<file path="config.mk">
export PLATFORM = sky130hd
export DESIGN_NAME = serial_frame_deser
export DESIGN_NICKNAME = d
export VERILOG_FILES = /design/src/rtl/serial_frame_deser.sv
export SDC_FILE = /design/constraint.sdc
export NUM_CORES = 1
export LEC_CHECK = 0
export CORE_MARGIN = 4
export CORE_UTILIZATION = 45
export CTS_BUF_LIST = sky130_fd_sc_hd__clkbuf_8
export CTS_CLUSTER_DIAMETER = 150
export DETAILED_ROUTE_END_ITERATION = 8
export PLACE_DENSITY = 0.79
export REMOVE_ABC_BUFFERS = 1
export SYNTH_ARGS = -nofsm -noshare
export SYNTH_HDL_FRONTEND = slang
export SYNTH_SLANG_ARGS = --single-unit
</file>
<file path="constraint.sdc">
create_clock -name clk -period 1.3 [get_ports clk]
set_input_delay 0.195 -clock clk [delete_from_list [all_inputs] [get_ports clk]]
set_output_delay 0.195 -clock clk [all_outputs]
set_load 0.02 [all_outputs]
</file>
<file path="src/rtl/serial_frame_deser.sv">
// Serial-to-parallel frame receiver: start=1, WIDTH data bits MSB-first, optional even parity, stop=0.
// Define SERIAL_DESER_PARITY_EN to compile in the parity bit check.
module serial_frame_deser #(
    parameter int unsigned WIDTH = 4
) (
    input  logic             clk,
    input  logic             rst_n,
    input  logic             serial_in,
    output logic [WIDTH-1:0] data_out,
    output logic             data_valid,
    input  logic             data_ready,
    output logic             frame_err,
    output logic             overrun
);

    localparam int unsigned CW = $clog2(WIDTH);

`ifdef SERIAL_DESER_PARITY_EN
    typedef enum logic [1:0] {IDLE, DATA, PARITY, STOP} state_t;
`else
    typedef enum logic [1:0] {IDLE, DATA, STOP} state_t;
`endif

    state_t           state_q;
    logic [CW-1:0]    cnt_q;
    logic [WIDTH-1:0] shift_q;
    logic [WIDTH-1:0] shift_d;
    logic [WIDTH-1:0] data_q;
    logic             valid_q;
    logic             ferr_q;
    logic             ovr_q;
    logic             par_ok;
    logic             good_d;

`ifdef SERIAL_DESER_PARITY_EN
    logic             par_q;
    always_comb par_ok = ~(^shift_q ^ par_q);
`else
    always_comb par_ok = 1'b1;
`endif

    always_comb begin
        shift_d = {shift_q[WIDTH-2:0], serial_in};
        good_d  = ~serial_in & par_ok;
    end

    always_ff @(posedge clk or negedge rst_n) begin
        if (!rst_n) begin
            state_q <= IDLE;
            cnt_q   <= '0;
            shift_q <= '0;
            data_q  <= '0;
            valid_q <= 1'b0;
            ferr_q  <= 1'b0;
            ovr_q   <= 1'b0;
`ifdef SERIAL_DESER_PARITY_EN
            par_q   <= 1'b0;
`endif
        end else begin
            ferr_q <= 1'b0;
            ovr_q  <= 1'b0;
            if (valid_q && data_ready) valid_q <= 1'b0;

            case (state_q)
                IDLE: begin
                    cnt_q <= '0;
                    if (serial_in) state_q <= DATA;
                end
                DATA: begin
                    shift_q <= shift_d;
                    cnt_q   <= cnt_q + 1'b1;
                    if (cnt_q == CW'(WIDTH - 1)) begin
`ifdef SERIAL_DESER_PARITY_EN
                        state_q <= PARITY;
`else
                        state_q <= STOP;
`endif
                    end
                end
`ifdef SERIAL_DESER_PARITY_EN
                PARITY: begin
                    par_q   <= serial_in;
                    state_q <= STOP;
                end
`endif
                STOP: begin
                    state_q <= IDLE;
                    if (!good_d) begin
                        ferr_q <= 1'b1;
                    end else if (!valid_q || data_ready) begin
                        // A load on the consuming edge overrides the handshake clear above.
                        data_q  <= shift_q;
                        valid_q <= 1'b1;
                    end else begin
                        ovr_q <= 1'b1;
                    end
                end
                default: state_q <= IDLE;
            endcase
        end
    end

    assign data_out   = data_q;
    assign data_valid = valid_q;
    assign frame_err  = ferr_q;
    assign overrun    = ovr_q;

endmodule

</file>
---- Word-level counts from Yosys, hierarchy flattened ----
Index checks and enable logic that the tools add are counted.
operators by class
  add/sub/neg operators ................... 1
  equal/unequal tests ..................... 5
  mux-type cells .......................... 13
  bitwise gates (word level) .............. 1
  reduce and logical (&&, ||, !) cells .... 7
operators with widths
  operator                                                                number
  1-bit two-way mux                                                       9
  2-bit one-hot mux with 2 select lines                                   2
  2-bit equality test (second input constant)                             2
  2-bit two-way mux                                                       2
  2-bit inequality test (second input constant)                           2
  3-bit AND reduction                                                     1
  2-bit by 1-bit adder with 2-bit output (second input constant)          1
  2-bit by 1-bit equality test with 1-bit output (second input constant)  1
  2-bit logical NOT                                                       1
  2-bit AND reduction                                                     1
  2-bit nonzero test                                                      1
  1-bit logical AND                                                       1
  1-bit logical NOT                                                       1
  1-bit logical OR                                                        1
  1-bit NOT                                                               1
word-level totals
  register bits after elaboration ......... 15
  input port bits ......................... 4
  output and inout port bits .............. 7
  logic and storage cells ................. 34

---- Longest topological paths before layout ----
Gate-level depths: netlist of run 1.
  depth in word-level cells ............... 5
  depth in mapped cells ................... 4
  depth with buffers taken out ............ 4

---- Worst setup path after synthesis of run 1 ----
No wires, ideal clock.
  path type ............................... flip-flop to flip-flop
  from .................................... register state_q[0]
  to ...................................... register data_q[0] (netlist: data_out[0])
  setup time .............................. 0.125 ns
  arrival ................................. 1.251 ns
  data required time ...................... 1.175 ns
  path slack .............................. -0.076 ns
  cell stages (with the launch flop) ...... 4
  buffers on the path ..................... 0
  period minus slack after synthesis ...... 1.376 ns
  cells stage by stage .................... dfrtp_1 or3b_1 nand2b_4 mux2_4
between the ends
  cells in the longest elaborated chain, start to end .. 2
RTL lines
  item                                  line  RTL
  from (decl)                           24    state_t state_q;
  from (signal assigned)                49    state_q <= IDLE;
  from (signal assigned)                67    if (serial_in) state_q <= DATA;
  from (signal assigned)                76    state_q <= STOP;
  2-bit equality test                   64    case (state_q)
  3-bit AND reduction (no source line)  n/a
  to (signal assigned)                  92    data_q <= shift_q;
  to (decl)                             28    logic [WIDTH-1:0] data_q;
Every way passes these cells.
A chain may end at the register's enable or synchronous reset.

---- Final worst setup path of run 1 ----
  from .................................... register state_q[0]
  to ...................................... register data_q[1] (netlist: data_out[1])
The elaborated chain is that of the path after synthesis.

==> reports/metrics.yaml, run 1 <==
pwr:
  p_leak_nw: 0.460
  swShare_pct: 30.1
  power_frac_clock_pct: 19.0
  p_switching_mw: 0.566
  p_int_mw: 1.31
  pwr-share-comb_pct: 39.8
  p_per_area_mw_per_mm2: 2270
  seqPwrFrac_pct: 41.2
  ir_worst_vdd_mv: 1.32
sta:
  fin_hold_ws_ns: 0.266
  maxSlewHeadroom_pct: 85.1
  finalSetupViolCount: 4
  rsz0062_at_grt: "yes"
  post-route-period-util_pct: 105
  fmax_ghz: 0.734
  slew_violations: 0
  layout_min_cycle_time_ns: 1.36
  fin_ws_ns: -0.0620
  hold_viol: 0
  tightest_slew_ns: 0.224
  finalClockSkew_ns: 0.000367
  setup-tns-final_ns: -0.233
route:
  routedWlPerCell_um: 15.5
  via_per_inst: 5.05
  drt_iter0_drc: 5
  drt_wl_total_mm: 1.13
  route.detailed.drc: 0
  vias: 369
  ant_nets: 0
  drtPass1Iterations: 4
setup_path:
  worst_r2r_endpoint: "data_out[1]"
  arrival_ns: 1.49
  worstPathRequired_ns: 1.43
  endpoint_kind: "flip-flop"
  cp_max_fo: 4
  crit_type: "flip-flop to flip-flop"
  worstReg2RegStart: "state_q[0]"
  rrSetupSlack_ns: -0.06
  startpoint_type: "flip-flop"
  reg2regPathDepth: 3
die:
  io_pins: 11
  die_h_um: 44.5
  core_area_mm2: 0.00119
  rows: 12
  start_util_pct: 50.5
  die_w_um: 44.5
  dieArea_mm2: 0.00198
clocking:
  hold_buffers: 0
  cts_tree: "yes"
  clk_latency_ns: 0.24
  cts.reportedPaths.clkPinSlew_ns: 0.06
  clkSinkCount: 15
  cts_buffers: 3
  h-tree-depth: 1
  cts.path.max_buffers: 2
  cts-root-buf: "clkbuf_8"
grt:
  antenna_found_initial: 0
  grt_max_degree: 16
  track_usage_pct: 13.5
  grt_pass1_wl_mm: 1.93
  grt_pass1_vias: 417
  grt_overflow: 0
hold_path:
  hold_class: "input port to asynchronous set/reset pin"
logic_synthesis:
  ys_types: 16
  ys_seq_elements: 15
  syn-instance-count: 38
  ys_seq_area_share_pct: 62.6
  synth.avg_cell_area_um2: 15.8
  syn_area_um2: 599
  yosys_warnings: 0
placement:
  dpl.cell_count: 66
  globalplace.congestion: 0.788
  hpwl_um: 777
  io_buffers: 10
status:
  outcome: "complete, but fails checks"
  violations: "negative setup slack"
finish:
  instances_no_fill: 73
  layout.nets: 65
  final_cell_mix: "dfrtp_1 (15), mux2_4 (8), dlygate4sd2_1 (8), buf_4 (8), clkbuf_8 (3)"
  layout_commonest_cell: "dfrtp_1"
  area_growth_pct: 38.0
  antenna_cells: 0
  drive_above_1_share_pct: 44.1
flow_run:
  maxCapViolCount: 0
## worst max-delay path, cell delays in order (launching register included)
cell and delay, ns:
dfrtp_1 0.38, or3b_4 0.38, nand2b_4 0.18, mux2_4 0.30
## synth_stat cells
cell type  count  share of area (%)
and3b_2        1                1.7
dfrtp_1       15                 63
mux2i_1        1                1.7
nand2_1        1               0.63
ha_1           1                2.1
nor2_1         2                1.3
and2b_2        1                1.5
mux2_4         4                 10
and2_1         1                1.0
or2b_2         1                1.5
a22o_2         1                1.7
clkbuf_1       1               0.63
nand2b_4       1                2.3
inv_1          1               0.63
or3b_1         1                1.5
mux2_2         5                9.4
## per-layer routing
layer | wire length [um] | vias up | GRT usage (%)
met5 | 0 | - | 0
met4 | 12 | 0 | 7.23
met3 | 57 | 2 | 1.22
met2 | 603 | 13 | 24.1
met1 | 458 | 185 | 15.7
li1 | - | 169 | -
## power by group through the flow
stage | clock network (mW) | registers [mW] | logic, mW
floorplan | 0 | 0.819 | 0.351
global placement | 0 | 0.755 | 0.613
detailed placement | 0 | 0.781 | 0.644
CTS | 0.365 | 0.766 | 0.690
global route | 0.386 | 0.797 | 0.796
finish | 0.356 | 0.775 | 0.748
## layout make-up
class / instances / area (um^2)
sequential: 15 / 375
timing repair buffer: 18 / 150
fill: 89 / 359
tap: 14 / 17.5
multi-input combinational: 21 / 235
clock inverter: 1 / 3.75
inverter: 1 / 3.75
clock buffer: 3 / 41.3
## worst max path at each step
stage | from | endpoint | slack (ns) | depth (start not counted)
2_1_floorplan | state_q[0] | data_out[0] | -0.08 | 3
3_3_place_gp | serial_in | data_out[1] | -0.28 | 4
3_5_place_dp | serial_in | data_out[1] | -0.34 | 4
4_1_cts | state_q[0] | data_out[1] | -0.05 | 3
5_1_grt | state_q[0] | data_out[1] | -0.09 | 3
6_report | state_q[0] | data_out[1] | -0.06 | 3
## through the flow
| step | area [um^2] | total power [mW] | worst slack [ns] | util [%] |
|---|---|---|---|---|
| floorplan | 596 | 1.17 | -0.0757 | - |
| global placement | 751 | 1.37 | -0.284 | 63.3 |
| detailed placement | 751 | 1.42 | -0.344 | 63.3 |
| CTS | 810 | 1.82 | -0.0495 | 68.2 |
| global route | 827 | 1.98 | -0.0868 | 69.7 |
| finish | 827 | 1.88 | -0.0620 | 69.7 |
## cells by family (layout without fill, tap and decap cells)
logic type / Yosys count / in the layout / share of synthesized area [%]
AND/OR/NAND/NOR: 9 / 9 / 11.3
buffers and inverters: 2 / 23 / 1.25
adder cells (fa/ha/maj): 1 / 1 / 2.09
multiplexers: 10 / 10 / 21.1
AO/OA/AOI/OAI: 1 / 1 / 1.67
flip-flops: 15 / 15 / 62.6
## what timing repair did
action                                  CTS  global route
pin swaps                                 1             0
cloned                                    0             0
setup buffers                             2             1
endpoints found under the setup margin   13             8
resized for setup                        11             3
## sequential cells by signal, indices dropped and copies added (netlist names)
register	count
cnt_q	2
data_out	4
data_valid	1
frame_err	1
overrun	1
shift_q	4
state_q	2
No activity file was read; power rests on OpenSTA's default activity.
==> run 2: changes to the inputs <==
- CTS_CLUSTER_SIZE: default -> 25
- PLACE_DENSITY: 0.79 -> 0.76
- clock period: 1.3 -> 1.6 ns (I/O delays scaled with it)
==> run 2 against run 1 <==
Effect of this change:
- the run now ends clean
- sequential share of layout area grew 3.2 points
- non-clock buffer count shrank 6
- sequential power shrank 18%
- routed wire length decreased by 13%
- clock skew rose by 0.0035 ns
- critical path depth down 2
- cell count is 8.2% lower
- register-to-register slack improved by 0.23 ns
- critical path type is now flip-flop to primary output
- setup slack better by 0.21 ns
- die area unchanged
- cell area decreased by 6.5%
- largest power group unchanged
- count of clock-buffer cells in the layout did not move
==> reports/metrics.yaml, run 2 (synthesis results as in run 1) <==
status:
  outcome: "complete, no violations"
grt:
  grt_pass1_vias: 391  # -6.2%
  grt_pass1_wl_mm: 1.76  # -8.6%
  grt_overflow: 0  # unchanged
  antenna_found_initial: 0  # unchanged
  track_usage_pct: 13.2  # -0.34 points
  grt_max_degree: 9  # -7
route:
  vias: 345  # -6.5%
  drt_wl_total_um: 986  # -13%
  route.detailed.drc: 0  # unchanged
  drt_iter0_drc: 4  # -1
  via_per_inst: 5.15  # +1.9%
  routedWlPerCell_um: 14.7  # -5.1%
  drtPass1Iterations: 2  # -2
  ant_nets: 0  # unchanged
clocking:
  cts_tree: "yes"
  cts.reportedPaths.clkPinSlew_ns: 0.06  # about the same
  h-tree-depth: 1  # unchanged
  cts-root-buf: "clkbuf_8"
  clkSinkCount: 15  # unchanged
  cts_setup_buffers: 0  # -2
  clk_latency_ns: 0.25  # about the same
  hold_buffers: 0  # unchanged
  cts-resized-gates: 0  # -11
  cts.path.max_buffers: 2  # unchanged
  cts_buffers: 3  # unchanged
finish:
  drive_above_1_share_pct: 35.8  # -8.2 points
  area_growth_pct: 29.0
  regArea_um2: 375  # unchanged
  final_cell_mix: "dfrtp_1 (15), clkdlybuf4s50_1 (10), mux2_2 (5), mux2_4 (4), clkbuf_8 (3)"
  instances_no_fill: 67  # -8.2%
  layout.nets: 59  # -9.2%
  nFillCells: 83  # -6.7%
  multiInputGateArea_um2: 216  # -8.0%
  antenna_cells: 0  # unchanged
  layout_commonest_cell: "dfrtp_1"
setup_path:
  endpoint: "data_out[0]"
  crit_type: "flip-flop to primary output"
  endpoint_kind: "primary output"
  path_cells: "clkdlybuf4s50_1"
  cp_max_fo: 2  # -2
  worstPathRequired_ns: 1.36  # -0.07 ns
  crit_slowest_cell: "clkdlybuf4s50_1"
  worstReg2RegStart: "state_q[0]"
  rrSetupSlack_ns: 0.17  # +0.23 ns
  cp-startpoint: "data_out[0]"
  path_depth: 1  # -2
  reg2regPathDepth: 3  # unchanged
  startpoint_type: "flip-flop"
  arrival_ns: 1.21  # -0.28 ns
  cp_slowest_stage_delay_ns: 0.61  # +0.23 ns
  worst_r2r_endpoint: "data_out[3]"
  crit_family: "buffers and inverters"
  cp_num_buf_inv: 1  # +1
sta:
  finalSetupViolCount: 0  # -4
  rsz0062_at_grt: "no"
  slew_violations: 0  # unchanged
  layout_min_cycle_time_ns: 1.45
  fmax_ghz: 0.689
  fin_ws_ns: 0.148  # +0.210 ns
  hold_viol: 0  # unchanged
  post-route-period-util_pct: 90.8
  maxSlewHeadroom_pct: 77.2  # -7.9 points
  tightest_slew_ns: 0.341  # +0.117 ns
  finalClockSkew_ns: 0.00384  # +0.00348 ns
hold_path:
  hold_class: "input port to asynchronous set/reset pin"
die:
  die_h_um: 44.5  # unchanged
  rows: 12  # unchanged
  io_pins: 11  # unchanged
  start_util_pct: 50.5  # unchanged
  die_w_um: 44.5  # unchanged
  core_area_mm2: 0.00119  # unchanged
  dieArea_mm2: 0.00198  # unchanged
pwr:
  swShare_pct: 29.6  # -0.46 points
  p_leak_nw: 0.382  # -17%
  ir_worst_vdd_mv: 1.17  # -11%
  pwr-share-comb_pct: 35.0  # -4.8 points
  seqPwrFrac_pct: 44.5  # +3.3 points
  p_switching_mw: 0.423  # -25%
  p_int_mw: 1.00  # -24%
  power_frac_clock_pct: 20.5  # +1.5 points
  p_per_area_mw_per_mm2: 1850  # -19%
flow_run:
  maxCapViolCount: 0  # unchanged
placement:
  globalplace.congestion: 0.793  # +0.55%
  io_buffers: 10  # unchanged
  dpl.cell_count: 63  # -4.5%
  place_ws_ns: -0.0853  # +0.258 ns
run 2: metal layers:
layer	GRT usage [%]	share of wire (%)	wire (um)
met1	13.9	40	393
met2	21.2	50	493
met3	7.72	9.0	89
met4	5.42	0.81	8
met5	0	0	0
run 2: area by class of cell:
class | count | area share [%]
multi-input cells | 21 | 28.0
repair buffers | 12 | 14.9
inverters | 1 | 0.485
well taps | 14 | 2.27
clock buffers | 3 | 5.34
flip-flops and latches | 15 | 48.5
clock inverters | 1 | 0.485
run 2: worst min-delay path by stage:
stage               depth (start not counted)          end        start
detailed placement                          1  data_out[0]  data_out[0]
global placement                            1   state_q[0]   state_q[1]
global route                                1  data_out[1]        rst_n
CTS                                         1  data_out[2]        rst_n
floorplan                                   0     cnt_q[0]        rst_n
finish                                      1  data_out[2]        rst_n
run 2: through the flow:
| stage | hold WS, ns | area (um^2) | total power, mW | TNS (ns) | utilization [%] |
|---|---|---|---|---|---|
| after floorplan | -0.0556 | 596 | 0.951 | 0 | - |
| after global placement | 0.478 | 728 | 1.10 | -0.241 | 61.4 |
| after detailed placement | 0.500 | 728 | 1.15 | -0.332 | 61.4 |
| after CTS | 0.269 | 773 | 1.45 | 0 | 65.2 |
| after global routing | 0.301 | 773 | 1.51 | 0 | 65.2 |
| final | 0.260 | 773 | 1.43 | 0 | 65.2 |
run 2: power groups by stage:
stage / combinational [mW] / clock, mW / sequential [mW]
after floorplan: 0.285 / 0 / 0.666
after global placement: 0.480 / 0 / 0.623
after detailed placement: 0.511 / 0 / 0.640
after CTS: 0.512 / 0.298 / 0.636
after global routing: 0.538 / 0.315 / 0.660
final: 0.500 / 0.292 / 0.636
==> run 3: changes to the inputs <==
- CTS_BUF_LIST: sky130_fd_sc_hd__clkbuf_8 -> default
==> run 3 against run 2 <==
Effect of this change:
- routed wire length decreased by 2.7%
- cell area decreased by 2.4%
- clock skew decreased by 0.00098 ns
- first-iteration DRC count decreased by 50%
- non-clock buffer count unchanged
- worst hold slack got worse by 0.044 ns
- die area unchanged
- cell count unchanged
- critical path type unchanged
- largest cell class unchanged
==> reports/metrics.yaml, run 3 (synthesis results as in run 1) <==
flow_run:
  maxCapViolCount: 0  # unchanged
setup_path:
  cp_max_fo: 2  # unchanged
  path_cells: "clkdlybuf4s50_1"
  cp_num_buf_inv: 1  # unchanged
  startpoint_type: "flip-flop"
  cp_slowest_stage_delay_ns: 0.61  # about the same
  crit_slowest_cell: "clkdlybuf4s50_1"
  crit_type: "flip-flop to primary output"
  endpoint_kind: "primary output"
  arrival_ns: 1.26  # +0.05 ns
  crit_family: "buffers and inverters"
  worstPathRequired_ns: 1.36  # about the same
clocking:
  clkSinkCount: 15  # unchanged
  cts-resized-gates: 0  # unchanged
  cts-root-buf: "clkbuf_4"
  cts_buffers: 3  # unchanged
  clk_latency_ns: 0.28  # +0.03 ns
  cts.reportedPaths.clkPinSlew_ns: 0.08  # +0.02 ns
  cts_tree: "yes"
  cts.path.max_buffers: 2  # unchanged
  cts_setup_buffers: 0  # unchanged
  hold_buffers: 0  # unchanged
  h-tree-depth: 1  # unchanged
finish:
  final_cell_mix: "dfrtp_1 (15), clkdlybuf4s50_1 (10), mux2_2 (5), mux2_4 (4), clkbuf_4 (3)"
  antenna_cells: 0  # unchanged
  layout.nets: 59  # unchanged
  drive_above_1_share_pct: 35.8  # unchanged
  layout_commonest_cell: "dfrtp_1"
  instances_no_fill: 67  # unchanged
  area_growth_pct: 25.9
die:
  die_w_um: 44.5  # unchanged
  dieArea_mm2: 0.00198  # unchanged
  die_h_um: 44.5  # unchanged
  rows: 12  # unchanged
  start_util_pct: 50.5  # unchanged
  core_area_mm2: 0.00119  # unchanged
  io_pins: 11  # unchanged
status:
  outcome: "complete, no violations"
sta:
  fin_ws_ns: 0.104  # -0.0438 ns
  layout_min_cycle_time_ns: 1.50  # +0.0438 ns
  rsz0062_at_grt: "no"
  maxSlewHeadroom_pct: 77.3  # about the same
  fmax_ghz: 0.668  # -2.9%
  post-route-period-util_pct: 93.5  # +2.7 points
  slew_violations: 0  # unchanged
  hold_viol: 0  # unchanged
  finalSetupViolCount: 0  # unchanged
  tightest_slew_ns: 0.340  # -0.000681 ns
  finalClockSkew_ns: 0.00286  # -0.000979 ns
pwr:
  p_leak_nw: 0.370  # -3.1%
  p_per_area_mw_per_mm2: 1780  # -3.8%
  total_power_mw: 1.34  # -6.1%
  ir_worst_vdd_mv: 1.03  # -12%
grt:
  grt_pass1_vias: 388  # -0.77%
  antenna_found_initial: 0  # unchanged
  grt_overflow: 0  # unchanged
  track_usage_pct: 13.2  # unchanged
  grt_pass1_wl_mm: 1.76  # unchanged
  grt_max_degree: 9  # unchanged
placement:
  io_buffers: 10  # unchanged
  dpl.cell_count: 63  # unchanged
  place_ws_ns: -0.0853  # unchanged
  globalplace.congestion: 0.793  # unchanged
route:
  drt_wl_total_um: 959  # -2.7%
  ant_nets: 0  # unchanged
  drt_iter0_drc: 2  # -2
  route.detailed.drc: 0  # unchanged
  drtPass1Iterations: 2  # unchanged
  via_per_inst: 5.16  # +0.29%
  vias: 346  # +0.29%
  routedWlPerCell_um: 14.3  # -2.7%
hold_path:
  hold_class: "input port to asynchronous set/reset pin"
## run 3: cell types whose count changed in the layout (fill, tap and decap cells not counted), sizes merged
cell / change
clkbuf: +1
inv: -1
## run 3: metrics by stage
stage | instance area, um^2 | hold slack, ns | TNS (ns) | util (%)
3_3_place_gp | 728 | 0.478 | -0.241 | 61.4
2_1_floorplan | 596 | -0.0556 | 0 | -
6_report | 754 | 0.216 | 0 | 63.6
4_1_cts | 754 | 0.220 | 0 | 63.6
5_1_grt | 754 | 0.248 | 0 | 63.6
3_5_place_dp | 728 | 0.500 | -0.332 | 61.4
## run 3: worst paths after layout
kind	start	end	slack (ns)	cells after the start
worst min-delay path	rst_n	data_out[2]	0.22	1
min in group clk	data_out[2]	data_out[2]	0.52	1
worst min register to register	data_out[2]	data_out[2]	0.52	1
worst max register to register	state_q[0]	data_out[3]	0.19	3
max in group asynchronous	rst_n	state_q[1]	0.96	2
worst max-delay path	data_out[0]	data_out[0]	0.10	1
## run 3: area by class of cell
class | instances | area (um^2)
clock buffers | 4 | 26.3
multi-input cells | 21 | 216
well taps | 14 | 17.5
flip-flops and latches | 15 | 375
fillers | 87 | 432
repair buffers | 12 | 115
inverters | 1 | 3.75
## run 3: layer usage
metal | routed length (um) | up-vias | track usage [%]
met1 | 368 | 172 | 13.9
met3 | 86 | 5 | 7.72
met4 | 23 | 0 | 5.42
met2 | 481 | 11 | 21.2
met5 | 0 | - | 0
li1 | - | 158 | -
## run 3: power by group
| group | internal, mW | total (mW) | leakage (nW) | switching, mW |
|---|---|---|---|---|
| clock network | 0.0969 | 0.209 | 0.0150 | 0.112 |
| logic | 0.308 | 0.500 | 0.165 | 0.192 |
| registers | 0.526 | 0.632 | 0.190 | 0.106 |
| total | 0.931 | 1.34 | 0.370 | 0.410 |
